==> config.mk <==
export PLATFORM = sky130hd
export DESIGN_NAME = inst_axi_rd_bridge
export DESIGN_NICKNAME = d
export VERILOG_FILES = /design/src/rtl/inst_axi_rd_bridge.sv
export SDC_FILE = /design/constraint.sdc
export NUM_CORES = 1
export LEC_CHECK = 0
export BUFFER_PORTS_ARGS = -buffer_cell sky130_fd_sc_hd__buf_2
export CORE_ASPECT_RATIO = 0.6
export CORE_MARGIN = 1.5
export CORE_UTILIZATION = 44
export DETAILED_ROUTE_END_ITERATION = 6
export PLACE_DENSITY = 0.85
export SETUP_SLACK_MARGIN = 0.15
export SLEW_MARGIN = 20
export SYNTH_ARGS = -nofsm -noshare
export SYNTH_HDL_FRONTEND = slang
export SYNTH_SLANG_ARGS = --single-unit
==> constraint.sdc <==
create_clock -name clk -period 4 [get_ports clk]
set_clock_uncertainty 0.2 [all_clocks]
set_input_delay 0 -clock clk [delete_from_list [all_inputs] [get_ports clk]]
set_output_delay 0 -clock clk [all_outputs]
set_load 0.005 [all_outputs]
==> src/rtl/inst_axi_rd_bridge.sv <==
// Bridges the fetch stage's SRAM-like req/addr_ok/data_ok port onto an AXI4 read
// channel pair, keeping up to MAX_OUTSTANDING single-beat reads in flight in order.
module inst_axi_rd_bridge #(
  parameter int        MAX_OUTSTANDING = 2,
  parameter logic [3:0] INST_ARID      = 4'h0
) (
  input  logic        clk,
  input  logic        resetn,

  // fetch-side SRAM-like port
  input  logic        inst_sram_req,
  input  logic        inst_sram_wr,
  input  logic [1:0]  inst_sram_size,
  input  logic [31:0] inst_sram_addr,
  input  logic [3:0]  inst_sram_wstrb,
  input  logic [31:0] inst_sram_wdata,
  output logic        inst_sram_addr_ok,
  output logic        inst_sram_data_ok,
  output logic [31:0] inst_sram_rdata,
  output logic [3:0]  axi_arid,

  // AXI read address channel
  output logic [3:0]  arid,
  output logic [31:0] araddr,
  output logic [7:0]  arlen,
  output logic [2:0]  arsize,
  output logic [1:0]  arburst,
  output logic [1:0]  arlock,
  output logic [3:0]  arcache,
  output logic [2:0]  arprot,
  output logic        arvalid,
  input  logic        arready,

  // AXI read data channel
  input  logic [3:0]  rid,
  input  logic [31:0] rdata,
  input  logic [1:0]  rresp,
  input  logic        rlast,
  input  logic        rvalid,
  output logic        rready
);

  localparam logic [1:0] MAX_CNT = 2'(MAX_OUTSTANDING);

  typedef enum logic {
    AR_IDLE = 1'b0,
    AR_SEND = 1'b1
  } ar_state_t;

  ar_state_t   ar_state;
  logic [1:0]  cnt;
  logic        accept;
  logic        r_hs;

  // Writes, strobes, response codes and IDs carry no information for an
  // in-order, read-only, single-beat fetch path.
  logic unused_inputs;
  assign unused_inputs = ^{inst_sram_wstrb, inst_sram_wdata, rid, rresp, rlast};

  // Acceptance looks only at registered state so fetch never sees a
  // combinational path from the AXI interconnect.
  assign accept            = resetn & inst_sram_req & ~inst_sram_wr & ~arvalid & (cnt < MAX_CNT);
  assign inst_sram_addr_ok = accept;

  assign rready   = (cnt != 2'd0);
  assign r_hs     = rvalid & rready;
  assign axi_arid = {3'b000, arvalid | (cnt != 2'd0)};

  assign arid    = INST_ARID;
  assign arlen   = 8'd0;
  assign arburst = 2'b01;
  assign arlock  = 2'b00;
  assign arcache = 4'b0000;
  assign arprot  = 3'b000;

  // NOTE: sequential state uses non-blocking assignments so every flop samples
  // the pre-edge values of its neighbours, independent of statement order.
  always_ff @(posedge clk or negedge resetn) begin
    if (!resetn) begin
      ar_state <= AR_IDLE;
      arvalid  <= 1'b0;
      araddr   <= 32'd0;
      arsize   <= 3'd0;
    end else begin
      case (ar_state)
        AR_IDLE: begin
          if (accept) begin
            ar_state <= AR_SEND;
            arvalid  <= 1'b1;
            araddr   <= inst_sram_addr;
            arsize   <= {1'b0, inst_sram_size};
          end
        end
        AR_SEND: begin
          if (arready) begin
            ar_state <= AR_IDLE;
            arvalid  <= 1'b0;
          end
        end
        default: begin
          ar_state <= AR_IDLE;
          arvalid  <= 1'b0;
        end
      endcase
    end
  end

  // Accept is blocked at MAX_CNT and r_hs needs cnt != 0, so neither
  // direction can wrap.
  always_ff @(posedge clk or negedge resetn) begin
    if (!resetn) begin
      cnt <= 2'd0;
    end else begin
      case ({accept, r_hs})
        2'b10:   cnt <= cnt + 2'd1;
        2'b01:   cnt <= cnt - 2'd1;
        default: cnt <= cnt;
      endcase
    end
  end

  // NOTE: the returned word is a plain data register, so it is reset along with
  // the control flops to give fetch a defined value straight out of reset.
  always_ff @(posedge clk or negedge resetn) begin
    if (!resetn) begin
      inst_sram_data_ok <= 1'b0;
      inst_sram_rdata   <= 32'd0;
    end else begin
      inst_sram_data_ok <= r_hs;
      if (r_hs) begin
        inst_sram_rdata <= rdata;
      end
    end
  end

endmodule

=== Yosys cells after proc, flatten, opt, wreduce, memory -nomap -nowiden ===
Cells that the tools add are included.

* Register bits: 71
* Latch bits: 0
* Memory bits (writable): 0
* Memory bits (read-only): 0
* Input bits: 115
* Output and inout port bits: 98
* Word-level logic and storage cells: 34
* Memories kept: 0

* $add $sub $neg: 2
* Multiply operators: 0
* Div/mod/pow operators: 0
* Order comparisons: 1
* Eq/ne operators: 4
* Shifts and indexed selects: 0
* Muxes and demuxes: 7
* Bitwise gates (word level): 9
* Reductions and logical operators: 4

{| class="wikitable"
|+ Operator list
! operator !! count
|-
| $and 1x1->1 || 5
|-
| $mux 1 || 4
|-
| $ne 2x2->1 const B || 2
|-
| $pmux 1 s2 || 2
|-
| $pmux 2 s2 || 1
|-
| $reduce_and 2->1 || 2
|-
| $reduce_bool 2->1 || 2
|-
| $not 1->1 || 3
|-
| $add 2x1->2 const B || 1
|-
| $eq 2x1->1 const B || 1
|-
| $eq 2x2->1 const B || 1
|-
| $lt 2x2->1 const B || 1
|-
| $sub 2x1->2 const B || 1
|-
| $or 1x1->1 || 1
|}

=== Depth between registers and ports, before layout ===
* Depth after elaboration: 6
* Mapped depth: 8

=== Worst setup path before layout ===
No wires, ideal clock.

* Kind: register to register
* Start point: register cnt[0]
* End point: register cnt[1]
* Library setup time: 0.079 ns
* Data arrival time: 1.624 ns
* Setup slack: 2.097 ns
* Stages on the path, launching flop included: 8
* Period minus slack after synthesis: 1.903 ns
* Cells stage by stage: dfrtp_1 > or2_2 > nand2_2 > buf_4 > inv_1 > ha_1 > nor2_1 > xor2_1

* Cells in the longest elaborated chain, start to end: 4
* Elaborated cells between the ends (all ways): 10
* Those cells by class: 2 x add/sub; 1 x order compare; 2 x eq/ne; 1 x mux; 2 x bitwise; 2 x reduce/logical

{| class="wikitable"
|+ RTL lines
! what !! RTL line !! source
|-
| from (decl) || 51 || <nowiki>logic [1:0] cnt;</nowiki>
|-
| from (signal assigned) || 115 || <nowiki>2'b10: cnt <= cnt + 2'd1;</nowiki>
|-
| from (signal assigned) || 116 || <nowiki>2'b01: cnt <= cnt - 2'd1;</nowiki>
|-
| from (signal assigned) || 117 || <nowiki>default: cnt <= cnt;</nowiki>
|-
| $reduce_bool 2->1 (*) || 65 || <nowiki>assign rready = (cnt != 2'd0);</nowiki>
|-
| named net rready || 40 || <nowiki>output logic rready</nowiki>
|-
| $and 1x1->1 (*) || 66 || <nowiki>assign r_hs = rvalid & rready;</nowiki>
|-
| named net r_hs || 53 || <nowiki>logic r_hs;</nowiki>
|-
| $eq 2x1->1 / $eq 2x2->1 (equally long branches) || 114 || <nowiki>case ({accept, r_hs})</nowiki>
|-
| $pmux 2 s2 / $reduce_bool 2->1 (equally long branches) || -- ||
|}

Mark *: on every way through the listed nets, which the timed path passes. The rest lies on a longest branch.
A chain may end at the register's enable or synchronous reset.

=== Worst setup path after layout ===
* Start point: input resetn
* End point: register araddr[6]

* Cells in the longest elaborated chain, start to end: 5

{| class="wikitable"
|+ RTL lines
! what !! RTL line !! source
|-
| from (decl) || 8 || <nowiki>input logic resetn,</nowiki>
|-
| $and 1x1->1 (4 in a row) || 62 || <nowiki>assign accept = resetn & inst_sram_req & ~inst_sram_wr & ~arvalid & (cnt < MAX_CNT);</nowiki>
|-
| $reduce_and 2->1 (no line) || -- ||
|-
| to (signal assigned) || 90 || <nowiki>araddr <= inst_sram_addr;</nowiki>
|-
| to (decl) || 24 || <nowiki>output logic [31:0] araddr,</nowiki>
|}

Every way passes these cells.

==> impl_results.md <==
- Startpoint types: input port
- Largest net degree at the start of global routing: 40
- Vias: roughly 2200
- H-tree depth: 3
- Chip Width: 110 um
- Netlist area before placement: 3030 um2
- Synth cell types: 18
- Final setup vio count: 0
- Critical Path AT: 2.43 ns
- Hpwl dp: about 4300 um
- Filler cell count: ~440
- Core Region: approximately 6700 um2
- Crit path time final: ~2.4 ns
- Initial antenna violation count: 0
- Setup TNS: 0 ns
- Die height: 67.2 um
- RSZ-0062 raised after global routing: no
- Status: finished with violations
- All-Layer GR Usage: 19.5%
- Synth warn: 0
- Core Util, Final: 70.6%
- Pwr dens: roughly 670 nW/um2
- Avg Cell Area, Syn: ~16 um2
- Post-CTS setup repair buffer count: 0
- Sequential fraction of the synthesis area: 58.7%
- First-pass GRT wire length: between 10000 and 15000 um
- Worst-path clk slew: approximately 0.060 ns
- Post-CTS sizing: 0
- Port bufs: between 100 and 150
- Hold Vio Cnt, Final: 12
- CTS tree: built
- Root buffer cell: clkbuf_16
- Fin area: 4720 um2
- Share of cells above drive strength 1: 55.5%
- RR Startpoint: cnt[0]
- CTS Buffer Depth: 2
- Hold Crit Class: input port to asynchronous set/reset pin
- Gpl congestion: 0.674
- Total gr overflow: 0
- Slew margin rel.: 49.2%
- Post-Syn Instances: 190
- Floorplan row count: 23
- Final Cycle Share: approximately three fifths
- Met1 Routed Length: roughly 3000 um
- CP Capture Type: flop
- Routed WL: just over 7000 um
- Starting Density: 45.3%
- Io pins: ~210
- Met2 routed WL: 3710 um
- Vias in the first global route: between 2000 and 2500
- Die area: 7400 um2
- Actual slew at the worst max-slew pin: 0.759 ns
- Final net count: approximately 520
- Routed length per instance: 14.5 um
- Placed inst area: around 3700 um2
- Routed Antenna Nets: 0
- N_diodes: 0
- Via-to-Cell Ratio: between 4 and 5
- Clk Latency, worst-skew pair: ~0.31 ns
- Yosys reg bits: approximately 70
- # clock sinks: 71
- 1st-pass router iterations: 4
- Failing checks: hold timing
- Setup Crit Path Kind: input port to flop
- CP Max Fanout: 39
- Worst EP required: ~4 ns
- Met3 WL: roughly 510 um
- First-iteration detailed-routing DRC count: 50
- Worst hold slack: -0.00922 ns
- Layout overhead on the synthesized area: 55.8%
- P_leak: approximately 2.5 nW
- Max Freq: roughly 410 MHz
- Max VDD drop: ~0.00035 V
- CTS Buf Count: 9
- DR top layer: met4
- Max-cap viol count: 0
- Worst Setup SP: resetn
- Max-slew violation count: 0
- Drc violations: 0
## stage by stage
step / instances / worst slack [ns] / total power [mW]
finish: 498 / 1.57 / 3.16
global route: 498 / 1.39 / 3.36
CTS: 498 / 1.53 / 3.16
detailed placement: 412 / 1.56 / 2.25
global placement: 412 / 1.61 / 2.20
floorplan: 215 / 2.10 / 1.80
## repair_timing
| action | CTS | global route |
|---|---|---|
| endpoints found under the hold margin | 106 | 0 |
| hold buffers | 70 | 0 |
| endpoints found under the setup margin | 0 | 0 |
## metal layers
layer / vias to the layer above / GRT usage, %
met5: - / 0
met4: 0 / 6.49
met3: 4 / 6.56
met2: 87 / 34.7
met1: 1083 / 22.2
li1: 1020 / -
## cell usage after synthesis
master   count  area (um2)
xor2_1       1        8.76
nand3_4      1        17.5
inv_1        4        15.0
buf_6        3        33.8
o21ai_0      2        10.0
xnor2_1      2        17.5
nor4b_4      1        23.8
nor2_1       1        3.75
ha_1         1        12.5
or3_1        1        6.26
dfrtp_1     71        1780
conb_1       2        7.51
mux2_4      28         420
mux2_2      38         428
or2_2        1        6.26
nand2_1      2        7.51
nand2_2      1        6.26
buf_4       30         225
## logic make-up after synthesis
family	after synthesis	share of synthesized area, %
buffers and inverters	37	9.05
xor gates and xnor gates	3	0.868
other	2	0.248
AOI/OAI and AO/OA	2	0.331
DFF	71	58.7
and+or+nand+nor	8	2.36
muxes	66	28.0
adders and majority gates	1	0.413
## registers in the layout, summed over array words and instances, names as in the netlist
register and flops:
inst_sram_rdata 32, inst_sram_data_ok 1, cnt 2, arsize 2, araddr 32, ar_state 1, arvalid 1
## critical path, cell delays in order
cell,delay (ns)
dlygate4sd3_1,0.52
buf_4,0.42
nor4b_4,0.37
nand3_4,0.56
mux2_4,0.51
## cell type report
class / count / area (um2) / share of cell area (%)
clock inverter: 5 / 81.3 / 1.72
clock buffer: 11 / 243 / 5.15
tap: 87 / 109 / 2.31
timing repair buffer: 213 / 1420 / 30.1
sequential: 71 / 1780 / 37.7
multi-input combinational: 107 / 1070 / 22.7
inverter: 4 / 15.0 / 0.318
## report_power, final
part | leakage, nW | internal (mW) | switching, mW
clock | 0.156 | 0.563 | 0.280
combinational | 1.45 | 0.671 | 0.388
sequential | 0.850 | 1.06 | 0.200
total | 2.45 | 2.29 | 0.868
## placed cells by master (no fill, tap or decap), types with 2 or more instances in the layout
cell,Yosys,layout
buf_2,0,141
buf_4,30,2
bufinv_16,0,2
clkbuf_16,0,9
conb_1,2,27
dfrtp_1,71,71
dlygate4sd3_1,0,70
inv_1,4,4
mux2_2,38,38
mux2_4,28,28
nand2_1,2,2
o21ai_0,2,2
xnor2_1,2,2
## worst paths after layout
| path | cells past startpoint | endpoint | slack [ns] |
|---|---|---|---|
| worst max register to register | 6 | cnt[1] | 1.58 |
| max in group asynchronous | 3 | araddr[23] | 2.80 |
| worst min register to register | 1 | inst_sram_rdata[1] | 0.30 |
| worst max-delay path | 5 | araddr[6] | 1.57 |
| min in group clk | 3 | ar_state | 0.24 |
| worst min-delay path | 2 | inst_sram_rdata[15] | -0.009 |
(Power assumes the default switching activity.)
